[src/rtl/hazard_pkg.sv]
// Shared types and constants for the hazard_ctrl pipeline sequencing unit:
// FSM state encoding, forwarding select codes and the packed enable/flush bundle.
package hazard_pkg;

    typedef enum logic [2:0] {
        RUN     = 3'd0,
        MEMWAIT = 3'd1,
        DRAIN   = 3'd2,
        HALTED  = 3'd3,
        ERROR   = 3'd4
    } state_e;

    localparam logic [1:0] FWD_REG = 2'b00;
    localparam logic [1:0] FWD_WB  = 2'b01;
    localparam logic [1:0] FWD_MEM = 2'b10;

    // Enable/flush bundle, ordered to match the top-level output list.
    typedef struct packed {
        logic pc_en;
        logic if_id_en;
        logic id_ex_en;
        logic ex_mem_en;
        logic mem_wb_en;
        logic if_id_flush;
        logic id_ex_flush;
    } ctrl_t;

    localparam ctrl_t CTRL_FREEZE   = 7'b00000_00;
    localparam ctrl_t CTRL_RUN      = 7'b11111_00;
    localparam ctrl_t CTRL_BRANCH   = 7'b11111_11;
    localparam ctrl_t CTRL_LOAD_USE = 7'b00111_01;
    localparam ctrl_t CTRL_DRAIN    = 7'b01111_10;
    localparam ctrl_t CTRL_RESET    = 7'b01111_11;

    // State entered by a cycle that starts a memory wait. With a one-cycle
    // timeout that first unacknowledged cycle already exhausts the budget.
    function automatic state_e mem_wait_entry(input int unsigned timeout);
        if (timeout == 32'd1) begin
            return ERROR;
        end else begin
            return MEMWAIT;
        end
    endfunction

endpackage

[src/rtl/hazard_fwd_unit.sv]
// Combinational EX-operand forwarding compare for one source register.
// The younger producer (EX/MEM) takes precedence over MEM/WB; x0 never forwards.
module hazard_fwd_unit
    import hazard_pkg::*;
#(
    parameter int unsigned REG_ADDR_W = 5
) (
    input  logic [REG_ADDR_W-1:0] ex_rs,
    input  logic                  mem_reg_write,
    input  logic [REG_ADDR_W-1:0] mem_rd,
    input  logic                  wb_reg_write,
    input  logic [REG_ADDR_W-1:0] wb_rd,
    output logic [1:0]            fwd_sel
);

    logic mem_hit_s;
    logic wb_hit_s;

    assign mem_hit_s = mem_reg_write && (mem_rd != {REG_ADDR_W{1'b0}}) && (mem_rd == ex_rs);
    assign wb_hit_s  = wb_reg_write  && (wb_rd  != {REG_ADDR_W{1'b0}}) && (wb_rd  == ex_rs);

    // Pick the operand source, newest result first.
    always_comb begin
        fwd_sel = FWD_REG;
        if (mem_hit_s) begin
            fwd_sel = FWD_MEM;
        end else if (wb_hit_s) begin
            fwd_sel = FWD_WB;
        end else begin
            fwd_sel = FWD_REG;
        end
    end

endmodule

[src/rtl/hazard_ctrl.sv]
// Pipeline sequencing unit for the 5-stage core: PC/stage enables, flushes,
// forwarding selects, load-use and memory-wait stalls, a memory timeout
// watchdog and a debug halt/drain handshake.
// Optional feature macro: HAZARD_PERF_CNT_EN builds the saturating
// stallCycles/flushCount counters; without it both outputs are tied to 0.
module hazard_ctrl
    import hazard_pkg::*;
#(
    parameter int unsigned REG_ADDR_W   = 5,
    parameter int unsigned MEM_TIMEOUT  = 16,
    parameter int unsigned DRAIN_CYCLES = 4,
    parameter int unsigned CNT_W        = 32
) (
    input  logic                  clk,
    input  logic                  rstN,
    input  logic [REG_ADDR_W-1:0] idRs1,
    input  logic [REG_ADDR_W-1:0] idRs2,
    input  logic                  idUsesRs1,
    input  logic                  idUsesRs2,
    input  logic [REG_ADDR_W-1:0] exRs1,
    input  logic [REG_ADDR_W-1:0] exRs2,
    input  logic [REG_ADDR_W-1:0] exRd,
    input  logic                  exMemRead,
    input  logic                  exBranchTaken,
    input  logic                  memRegWrite,
    input  logic [REG_ADDR_W-1:0] memRd,
    input  logic                  wbRegWrite,
    input  logic [REG_ADDR_W-1:0] wbRd,
    input  logic                  dmemReq,
    input  logic                  dmemAck,
    input  logic                  haltReq,
    output logic                  pcEn,
    output logic                  ifIdEn,
    output logic                  idExEn,
    output logic                  exMemEn,
    output logic                  memWbEn,
    output logic                  ifIdFlush,
    output logic                  idExFlush,
    output logic [1:0]            fwdA,
    output logic [1:0]            fwdB,
    output logic                  haltAck,
    output logic                  memTimeout,
    output logic [CNT_W-1:0]      stallCycles,
    output logic [CNT_W-1:0]      flushCount
);

    // Wide enough to hold MEM_TIMEOUT / DRAIN_CYCLES, never zero bits.
    localparam int unsigned WAIT_W  = $clog2(MEM_TIMEOUT + 2);
    localparam int unsigned DRAIN_W = $clog2(DRAIN_CYCLES + 2);

    state_e               state_q, state_d;
    state_e               ret_q, ret_d;
    logic [WAIT_W-1:0]    wait_cnt_q, wait_cnt_d;
    logic [DRAIN_W-1:0]   drain_cnt_q, drain_cnt_d;

    state_e               rules_state_s;
    ctrl_t                ctrl_s;
    logic                 branch_flush_s;
    logic                 load_use_s;
    logic                 mem_stall_s;
    logic [WAIT_W-1:0]    wait_inc_s;
    logic [DRAIN_W-1:0]   drain_inc_s;

    hazard_fwd_unit #(.REG_ADDR_W(REG_ADDR_W)) u_fwd_a (
        .ex_rs         (exRs1),
        .mem_reg_write (memRegWrite),
        .mem_rd        (memRd),
        .wb_reg_write  (wbRegWrite),
        .wb_rd         (wbRd),
        .fwd_sel       (fwdA)
    );

    hazard_fwd_unit #(.REG_ADDR_W(REG_ADDR_W)) u_fwd_b (
        .ex_rs         (exRs2),
        .mem_reg_write (memRegWrite),
        .mem_rd        (memRd),
        .wb_reg_write  (wbRegWrite),
        .wb_rd         (wbRd),
        .fwd_sel       (fwdB)
    );

    assign load_use_s = exMemRead && (exRd != {REG_ADDR_W{1'b0}}) &&
                        ((idUsesRs1 && (exRd == idRs1)) || (idUsesRs2 && (exRd == idRs2)));
    assign mem_stall_s = dmemReq && !dmemAck;
    assign wait_inc_s  = wait_cnt_q + {{(WAIT_W-1){1'b0}}, 1'b1};
    assign drain_inc_s = drain_cnt_q + {{(DRAIN_W-1){1'b0}}, 1'b1};

    // State register: FSM, return state and wait/drain counters.
    always_ff @(posedge clk) begin
        if (!rstN) begin
            state_q     <= RUN;
            ret_q       <= RUN;
            wait_cnt_q  <= {WAIT_W{1'b0}};
            drain_cnt_q <= {DRAIN_W{1'b0}};
        end else begin
            state_q     <= state_d;
            ret_q       <= ret_d;
            wait_cnt_q  <= wait_cnt_d;
            drain_cnt_q <= drain_cnt_d;
        end
    end

    // Next-state and enable/flush decision. On the ack cycle of a memory wait
    // the rules of the state being returned to apply, because the frozen
    // pipeline holds the same instructions it held when the wait began.
    always_comb begin
        state_d        = state_q;
        ret_d          = ret_q;
        wait_cnt_d     = wait_cnt_q;
        drain_cnt_d    = drain_cnt_q;
        ctrl_s         = CTRL_FREEZE;
        branch_flush_s = 1'b0;

        if ((state_q == MEMWAIT) && dmemAck) begin
            rules_state_s = ret_q;
        end else begin
            rules_state_s = state_q;
        end

        case (rules_state_s)
            RUN: begin
                if (mem_stall_s) begin
                    ctrl_s     = CTRL_FREEZE;
                    ret_d      = RUN;
                    wait_cnt_d = {{(WAIT_W-1){1'b0}}, 1'b1};
                    state_d    = mem_wait_entry(MEM_TIMEOUT);
                end else if (exBranchTaken) begin
                    ctrl_s         = CTRL_BRANCH;
                    branch_flush_s = 1'b1;
                    state_d        = RUN;
                end else if (load_use_s) begin
                    ctrl_s  = CTRL_LOAD_USE;
                    state_d = RUN;
                end else if (haltReq) begin
                    ctrl_s      = CTRL_RUN;
                    drain_cnt_d = {DRAIN_W{1'b0}};
                    state_d     = (DRAIN_CYCLES == 32'd0) ? HALTED : DRAIN;
                end else begin
                    ctrl_s  = CTRL_RUN;
                    state_d = RUN;
                end
            end
            MEMWAIT: begin
                // Reached only while the access is still outstanding.
                ctrl_s = CTRL_FREEZE;
                if ((MEM_TIMEOUT != 32'd0) && (wait_inc_s == WAIT_W'(MEM_TIMEOUT))) begin
                    state_d = ERROR;
                end else begin
                    wait_cnt_d = wait_inc_s;
                    state_d    = MEMWAIT;
                end
            end
            DRAIN: begin
                if (mem_stall_s) begin
                    ctrl_s     = CTRL_FREEZE;
                    ret_d      = DRAIN;
                    wait_cnt_d = {{(WAIT_W-1){1'b0}}, 1'b1};
                    state_d    = mem_wait_entry(MEM_TIMEOUT);
                end else begin
                    // A redirect still has to load its target into the PC.
                    ctrl_s       = CTRL_DRAIN;
                    ctrl_s.pc_en = exBranchTaken;
                    if (drain_inc_s == DRAIN_W'(DRAIN_CYCLES)) begin
                        state_d = HALTED;
                    end else begin
                        drain_cnt_d = drain_inc_s;
                        state_d     = DRAIN;
                    end
                end
            end
            HALTED: begin
                ctrl_s = CTRL_FREEZE;
                if (haltReq) begin
                    state_d = HALTED;
                end else begin
                    state_d = RUN;
                end
            end
            ERROR: begin
                ctrl_s  = CTRL_FREEZE;
                state_d = ERROR;
            end
            default: begin
                ctrl_s  = CTRL_FREEZE;
                state_d = RUN;
            end
        endcase
    end

    // Output drive: reset forces bubbles into IF/ID and ID/EX with the PC held.
    always_comb begin
        if (!rstN) begin
            {pcEn, ifIdEn, idExEn, exMemEn, memWbEn, ifIdFlush, idExFlush} = CTRL_RESET;
            haltAck    = 1'b0;
            memTimeout = 1'b0;
        end else begin
            {pcEn, ifIdEn, idExEn, exMemEn, memWbEn, ifIdFlush, idExFlush} = ctrl_s;
            haltAck    = (state_q == HALTED);
            memTimeout = (state_q == ERROR);
        end
    end

`ifdef HAZARD_PERF_CNT_EN
    logic [CNT_W-1:0] stall_cnt_q, stall_cnt_d;
    logic [CNT_W-1:0] flush_cnt_q, flush_cnt_d;
    logic             stall_inc_s;

    assign stall_inc_s = !ctrl_s.pc_en && ((state_q == RUN) || (state_q == MEMWAIT));

    // Saturating increment of both performance counters.
    always_comb begin
        if (stall_inc_s && (stall_cnt_q != {CNT_W{1'b1}})) begin
            stall_cnt_d = stall_cnt_q + {{(CNT_W-1){1'b0}}, 1'b1};
        end else begin
            stall_cnt_d = stall_cnt_q;
        end
        if (branch_flush_s && (flush_cnt_q != {CNT_W{1'b1}})) begin
            flush_cnt_d = flush_cnt_q + {{(CNT_W-1){1'b0}}, 1'b1};
        end else begin
            flush_cnt_d = flush_cnt_q;
        end
    end

    // Performance counter registers.
    always_ff @(posedge clk) begin
        if (!rstN) begin
            stall_cnt_q <= {CNT_W{1'b0}};
            flush_cnt_q <= {CNT_W{1'b0}};
        end else begin
            stall_cnt_q <= stall_cnt_d;
            flush_cnt_q <= flush_cnt_d;
        end
    end

    assign stallCycles = stall_cnt_q;
    assign flushCount  = flush_cnt_q;
`else
    assign stallCycles = {CNT_W{1'b0}};
    assign flushCount  = {CNT_W{1'b0}};
`endif

endmodule

[config.mk]
export PLATFORM = sky130hd
export DESIGN_NAME = hazard_ctrl
export DESIGN_NICKNAME = d
export VERILOG_FILES = /design/src/rtl/hazard_pkg.sv /design/src/rtl/hazard_fwd_unit.sv /design/src/rtl/hazard_ctrl.sv
export SDC_FILE = /design/constraint.sdc
export NUM_CORES = 1
export LEC_CHECK = 0
export CAP_MARGIN = 15
export CORE_UTILIZATION = 36
export DETAILED_ROUTE_END_ITERATION = 10
export GPL_TIMING_DRIVEN = 0
export PLACE_DENSITY = 0.89
export SYNTH_ARGS = -nofsm -noshare
export SYNTH_HDL_FRONTEND = slang
export SYNTH_SLANG_ARGS = --single-unit
[constraint.sdc]
create_clock -name clk -period 2.4 [get_ports clk]
set_clock_uncertainty 0.15 [all_clocks]
set_input_delay 0.36 -clock clk [delete_from_list [all_inputs] [get_ports clk]]
set_output_delay 0.36 -clock clk [all_outputs]
set_load 0.005 [all_outputs]
# Yosys cells after proc, flatten, opt, wreduce, memory -nomap -nowiden
# Index checks and enable logic that the tools add are counted.
# totals
in_bits	46
register_bits	14
out_inout_bits	77
elab_cells	96
# classes
mux	41
n_reduce_logical	24
n_addsub	2
eq_ne	25
# op_table
cell	count
$eq A5 B5 Y1	6
$mux W3	10
$mux W7	4
$ne A2 B2 Y1 const B	9
$mux W2	8
$pmux W3 S5	1
$reduce_bool A5 Y1	3
$pmux W7 S2	1
$logic_and A1 B1 Y1	12
$mux W1	12
$pmux W3 S2	2
$mux W5	2
$pmux W5 S2	1
$eq A3 B2 Y1 const B	3
$eq A3 B3 Y1 const B	3
$reduce_and A7 Y1	1
$eq A3 B1 Y1 const B	2
$reduce_and A3 Y1	2
$add A5 B1 Y5 const B	1
$eq A5 B5 Y1 const B	1
$reduce_bool A2 Y1	2
$add A3 B1 Y3 const B	1
$logic_not A3 Y1	1
$ne A2 B1 Y1 const B	1
other kinds (3)	3

# Logic depth before layout (Yosys ltp)
# depth
ltp_word	9
mapped_depth	7
mapped_depth_nobuf	7

# Hierarchy
# A second synthesis with hierarchy kept.
# unflattened
cells_unflattened	242
hier_area_um2	1848.0
# by_module_without_submodules
mod	area_per_inst_um2	seq_area_each_um2	cells_each	instances
hazard_ctrl	1530.2	240.2	200	1
hazard_fwd_unit	158.9	0.0	21	2

# Least setup slack after synthesis
# Ideal clock, no wire load.
# synth_timing
path_kind	input -> output
from	input port memRd[4]
to	output port fwdA[0]
required_time_ns	1.890
arrival_ns	1.421
path_buffers	0
path_slack_ns	0.469
path_stages	4
path_cell_list	or4_1 -> o21ai_1 -> nor4_1 -> nor4_1
# synth_between
elab_chain_cells	4
word_cells_on_any_way	5
cone_classes	1 x eq/ne; 1 x mux; 3 x reduce/logical
# synth_lines
element	line_no	source
from (decl)	hazard_ctrl.sv:26	input logic [REG_ADDR_W-1:0] memRd,
$reduce_bool A5 Y1	hazard_fwd_unit.sv:19	assign mem_hit_s = mem_reg_write && (mem_rd != {REG_ADDR_W{1'b0}}) && (mem_rd == ex_rs);
$logic_and A1 B1 Y1	hazard_fwd_unit.sv:19	
$logic_and A1 B1 Y1 (*)	hazard_fwd_unit.sv:19	
net u_fwd_a.mem_hit_s	hazard_fwd_unit.sv:16	logic mem_hit_s;
$mux W2 (*)	hazard_fwd_unit.sv:25	if (mem_hit_s) begin
to (decl)	hazard_ctrl.sv:39	output logic [1:0] fwdA,
# The timed path passes the listed nets; every way through them passes the cells marked *.

# Final worst setup path
# layout_timing
from	input port wbRegWrite
to	output port fwdB[0]
# layout_between
elab_chain_cells	4
# layout_lines
element	line_no	source
from (decl)	hazard_ctrl.sv:27	input logic wbRegWrite,
$logic_and A1 B1 Y1 (2 in a row)	hazard_fwd_unit.sv:20	assign wb_hit_s = wb_reg_write && (wb_rd != {REG_ADDR_W{1'b0}}) && (wb_rd == ex_rs);
$mux W1	hazard_fwd_unit.sv:27	end else if (wb_hit_s) begin
$mux W2	hazard_fwd_unit.sv:25	
to (decl)	hazard_ctrl.sv:40	output logic [1:0] fwdB,
# Every way passes these cells.

==> results.json <==
{
  "max-clock-path-buffers": 2,
  "viasPerCell": 4.27,
  "grt_start_max_net_pins": 13,
  "crit_path_max_fanout": 2,
  "gp_congestion": 0.875,
  "violations": "DRC",
  "synth_edf_count": 0,
  "p_leak_uw": 0.00140,
  "status": "complete, but fails checks",
  "synth_flop_cell": "dfxtp_1",
  "setup_violations": 0,
  "dieHeight_microns": 71.9,
  "crit_family": "simple AND/OR/NAND/NOR gates",
  "areaGrowthSynthToFinish_pct": 56.9,
  "worstPathArrival_ps": 1840,
  "critPathKind": "in2out",
  "fmax_mhz": 425,
  "power-per-cell-area_mw_per_mm2": 267,
  "numCtsBuffers": 3,
  "crit_path_start": "wbRegWrite",
  "drt_wl_total_microns": 4340,
  "async_reset_ff_frac": 0,
  "timing.rr.start": "wait_cnt_q[0]$_SDFFE_PN0P_",
  "drc": 2,
  "period_minus_slack_ps": 2350,
  "critPathBufInv": 2,
  "drt_first_pass_iters": 7,
  "cts_root_buffer": "clkbuf_8",
  "grt_pass1_wl_microns": 6690,
  "initial_utilization": 0.372,
  "nFillCells": 415,
  "layout.nets": 406,
  "drive_gt1_frac": 0.311,
  "r2r-end": "wait_cnt_q[0]$_SDFFE_PN0P_",
  "crit_path_max_incr_delay_ps": 510,
  "die_x_microns": 71.9,
  "routed-wl-met2_microns": 2390,
  "ys_warn_count": 0,
  "layout.cells.non_filler": 421,
  "cp_data_required_time_ps": 1890,
  "io_buffers": 58,
  "setup_tns_ps": 0,
  "fin_crit_sh": 0.979,
  "hold_violations": 0,
  "r2r_setup_slack_ps": 220,
  "seq_area_frac_synth": 0.137,
  "worst-r2r-cell-count": 7,
  "critPathSlowestCell": "or4_4",
  "routedWlPerCell_microns": 10.3,
  "core_area_sq_mm": 0.00472,
  "wl_met1_microns": 1510,
  "grt_pass1_vias": 1660,
  "path_clk_slew_ps": 50,
  "ys_seq_elements": 12,
  "max_cap_viol_count": 0,
  "row_count": 25,
  "hpwl_microns": 3510,
  "tritoncts": "yes",
  "clk_latency_ps": 250,
  "placedCellCount": 414,
  "end_kind": "output port",
  "hp-class": "reg2reg",
  "crit_end": "fwdB[0]",
  "ir_worst_vdd_mv": 0.147,
  "final_common_cell": "buf_4",
  "layout_common_cells": "buf_4, conb_1, xor2_1",
  "vias": 1797,
  "path_depth": 5,
  "grt_overflow": 0,
  "start_kind": "input pin",
  "maxSlewViolCount": 0,
  "syn_inst": 226,
  "highest_layer": "met4",
  "antenna_found_initial": 0,
  "postSynthAreaPerCell_sq_um": 7.78,
  "drtIter0Drc": 87,
  "io_pins": 123,
  "grt_usage": 0.159,
  "cts.sinks": 12,
  "antenna_left": 0,
  "die_area_sq_mm": 0.00517,
  "met3_length_microns": 338,
  "cts-htree-levels": 1,
  "synth.distinct_cells": 46,
  "path_cells": "clkdlybuf4s50_1 -> o21ai_0 -> or4_4 -> nor4_2 -> buf_2",
  "synth_area_sq_mm": 0.00176,
  "n_antenna_cell": 0
}
[final cells by class]
cell class                 instances  area (sq um)  share of cell area
tap                               67          83.8              0.0304
buffer                            71           534               0.194
timing repair buffer              63           556               0.201
inverter                           4          15.0             0.00544
multi-input combinational        201          1290               0.467
clock buffer                       3          41.3              0.0150
sequential                        12           241              0.0875
[flip-flops by register name (all words and copies together), names as in the netlist]
| register | cells |
|---|---|
| wait_cnt_q | 5 |
| drain_cnt_q | 3 |
| state_q | 3 |
| ret_q | 1 |
[layer usage]
| metal | GRT usage | vias to the layer above |
|---|---|---|
| met2 | 0.333 | 95 |
| met4 | 0.0675 | 0 |
| li1 | - | 902 |
| met1 | 0.148 | 791 |
| met3 | 0.0264 | 9 |
| met5 | 0 | - |
[cell families (layout without fill, tap and decap cells)]
group                    after synthesis  in the layout  synth area share
other                                  1             64           0.00213
XOR/XNOR                              32             32             0.159
flip-flops                            12             12             0.137
AND/OR/NAND/NOR                       68             68             0.225
multiplexers                           1              1           0.00569
buffers and inverters                 76            141             0.312
adder cells (fa/ha/maj)                4              4            0.0285
AO/OA/AOI/OAI                         32             32             0.131
[report_power, final]
group | leakage (uW) | total (uW) | internal (uW) | switching, uW
combinational | 0.00128 | 340 | 192 | 148
clock | 0.0000216 | 187 | 111 | 76.3
sequential | 0.0000978 | 209 | 205 | 4.39
total | 0.00140 | 736 | 507 | 229
[worst reg2reg max path, cell delays in order (launching register included)]
cell	delay (ps)
dfxtp_1	340
ha_1	270
and4b_1	240
a211o_1	310
a31oi_2	290
or2_2	230
nor2_1	50
a211oi_1	210
[metrics by stage]
stage	hold slack (ps)	total power [uW]	setup WS, ps	cell area (sq um)	util
2_1_floorplan	310	411	469	2000	-
5_1_grt	387	776	-37.6	2760	0.584
3_5_place_dp	343	544	-639	2660	0.563
4_1_cts	357	719	3.12	2710	0.573
3_3_place_gp	324	536	-565	2660	0.563
6_report	348	736	49.6	2760	0.584
[worst min path at each step]
stage	startpoint	endpoint	slack [ps]	cells after the start
6_report	ret_q[1]$_SDFFE_PN0P_	ret_q[1]$_SDFFE_PN0P_	350	2
5_1_grt	wait_cnt_q[4]$_SDFFE_PN0P_	wait_cnt_q[4]$_SDFFE_PN0P_	390	2
4_1_cts	drain_cnt_q[1]$_SDFFE_PN0P_	drain_cnt_q[1]$_SDFFE_PN0P_	360	2
3_5_place_dp	ret_q[1]$_SDFFE_PN0P_	ret_q[1]$_SDFFE_PN0P_	340	2
3_3_place_gp	drain_cnt_q[1]$_SDFFE_PN0P_	drain_cnt_q[1]$_SDFFE_PN0P_	320	2
2_1_floorplan	ret_q[1]$_SDFFE_PN0P_	ret_q[1]$_SDFFE_PN0P_	310	2
[cells in the mapped netlist (5+ instances only)]
| cell | number | area (sq um) |
|---|---|---|
| o21ai_0 | 6 | 30.0 |
| a31oi_1 | 5 | 31.3 |
| nand2_1 | 10 | 37.5 |
| dfxtp_1 | 12 | 240 |
| nor2_1 | 15 | 56.3 |
| xor2_1 | 23 | 201 |
| nand2b_1 | 7 | 43.8 |
| buf_4 | 68 | 510 |
| nor4_1 | 5 | 31.3 |
| nand3_1 | 7 | 35.0 |
| xnor2_1 | 9 | 78.8 |
[what timing repair did]
action | in CTS | in global routing
pin swaps | 14 | 10
hold buffers | 0 | 0
hold endpoints to repair | 0 | 0
endpoints found under the setup margin | 12 | 8
gates resized for setup | 68 | 18
buffers inserted | 3 | 2
(Power assumes the default switching activity.)
==> variant (same flow settings) <==
The parameter `MEM_TIMEOUT` goes from 16 to 32.
--- a/src/rtl/hazard_ctrl.sv
+++ b/src/rtl/hazard_ctrl.sv
@@ -7,7 +7,7 @@
     import hazard_pkg::*;
 #(
     parameter int unsigned REG_ADDR_W   = 5,
-    parameter int unsigned MEM_TIMEOUT  = 16,
+    parameter int unsigned MEM_TIMEOUT  = 32,
     parameter int unsigned DRAIN_CYCLES = 4,
     parameter int unsigned CNT_W        = 32
 ) (
Behaviour: same outputs for any inputs over 10 cycles, from zero or initial values and one cycle with rstN low; that may be too few to reach the edited logic, so the function may still have changed.
==> variant against the original RTL <==
Die area grew 3.9%; wire length up 11%; global-route usage up 1.4 points; sequential power grew 11%; largest power group unchanged; setup slack got worse by 0.0036 ns; synthesized area rose by 4.0%; total power increased by 6.6%; design area grew 4.4%; fmax decreased by 0.15%; sequential cell count rose by 1; register-to-register slack gained 0.14 ns.
==> variant: results (changes against the original RTL) <==
Pwr
  • Peak supply drop: 160 µV (+8.8%)
  • Sw Ratio: 31.6% (+0.53 points)
  • Power share of the combinational group: 44.5% (-1.7 points)
  • Power density over cell area: 272 nW/µm² (+2.1%)

Timing
  • Worst setup margin: 0.0460 ns (-0.00357 ns)
  • Hold Slack: 0.378 ns (+0.0300 ns)

Clock tree
  • Postcts setup bufs: 6 (+3)

Synth
  • Top cells by area, synth: buf_4, dfxtp_1, xnor2_1, xor2_1, o21ai_0
  • Gate Count Post-Synth: 238 (+5.3%)
  • Mapped cell area: 1830 µm² (+4.0%)
  • Synth cell types: 43 (-6.5%)
  • Sequential area share after synthesis: 14.2% (+0.57 points)
  • Commonest cells in the netlist: buf_4, o21ai_0, xnor2_1

Placed design
  • Post-DP Area: 2730 µm² (+2.6%)
  • Dpl ws: -0.697 ns (-0.0575 ns)
  • RePlAce Congestion: 0.810 (-7.4%)
  • Placed wire-length estimate: 3870 µm (+10%)

Status
  • Outcome: completed

Global routing
  • Global-route wire length before repair: 7260 µm (+8.6%)
  • All-Layer GR Usage: 17.3% (+1.4 points)
  • Vias in the first global route: 1706 (+2.8%)
  • Largest net degree at the start of global routing: 12 (-1)
  • Met3 usage: 2.19% (-0.44 points)
  • Met1 global-route usage: 18.4% (+3.6 points)

Finish
  • Final cell count without fillers: 433 (+2.9%)
  • Nets: 417 (+2.7%)
  • Filler instances: 462 (+11%)
  • Biggest regs: wait_cnt_q: 6 flops, drain_cnt_q: 3 flops, state_q: 3 flops

Worst setup path
  • Crit-path max cell delay: 0.57 ns (+0.06 ns)
  • Slack of the worst reg-to-reg path: 0.36 ns (+0.14 ns)

Routing
  • Drt first pass iters: 4 (-3)
  • Met2 routed WL: 2690 µm (+12%)
  • Via density: 4.31 (+0.96%)
  • 1st-iter DRT viols: 51 (-41%)
  • Routed len/inst: 11.1 µm (+7.9%)
## variant: layout make-up
class                           count  share of cell area (%)
Buffer                             70                    18.2
Clock buffer                        3                    1.43
Clock inverter                      1                   0.174
Inverter                            2                   0.261
Multi-Input combinational cell    213                    47.2
Sequential cell                    13                    9.12
Tap cell                           67                    2.91
Timing Repair Buffer               64                    20.7
## variant: path summary, 6_finish.rpt
path	start	end	depth (start not counted)
setup / recovery	memRd[2]	fwdB[0]	6
hold / removal	drain_cnt_q[0]	drain_cnt_q[0]	1
setup reg to reg	wait_cnt_q[2]	wait_cnt_q[2]	5
hold reg to reg	drain_cnt_q[0]	drain_cnt_q[0]	1
## variant: cell families (layout without fill, tap and decap cells)
kind of cell	Yosys count	in the layout	synth area share (%)
AOI/OAI and AO/OA	46	46	16.3
other	1	64	0.205
buffers and inverters	75	140	29.3
and+or+nand+nor	65	65	20.7
DFF	13	13	14.2
xor gates and xnor gates	33	33	15.8
muxes	1	1	0.616
adders and majority gates	4	4	2.74
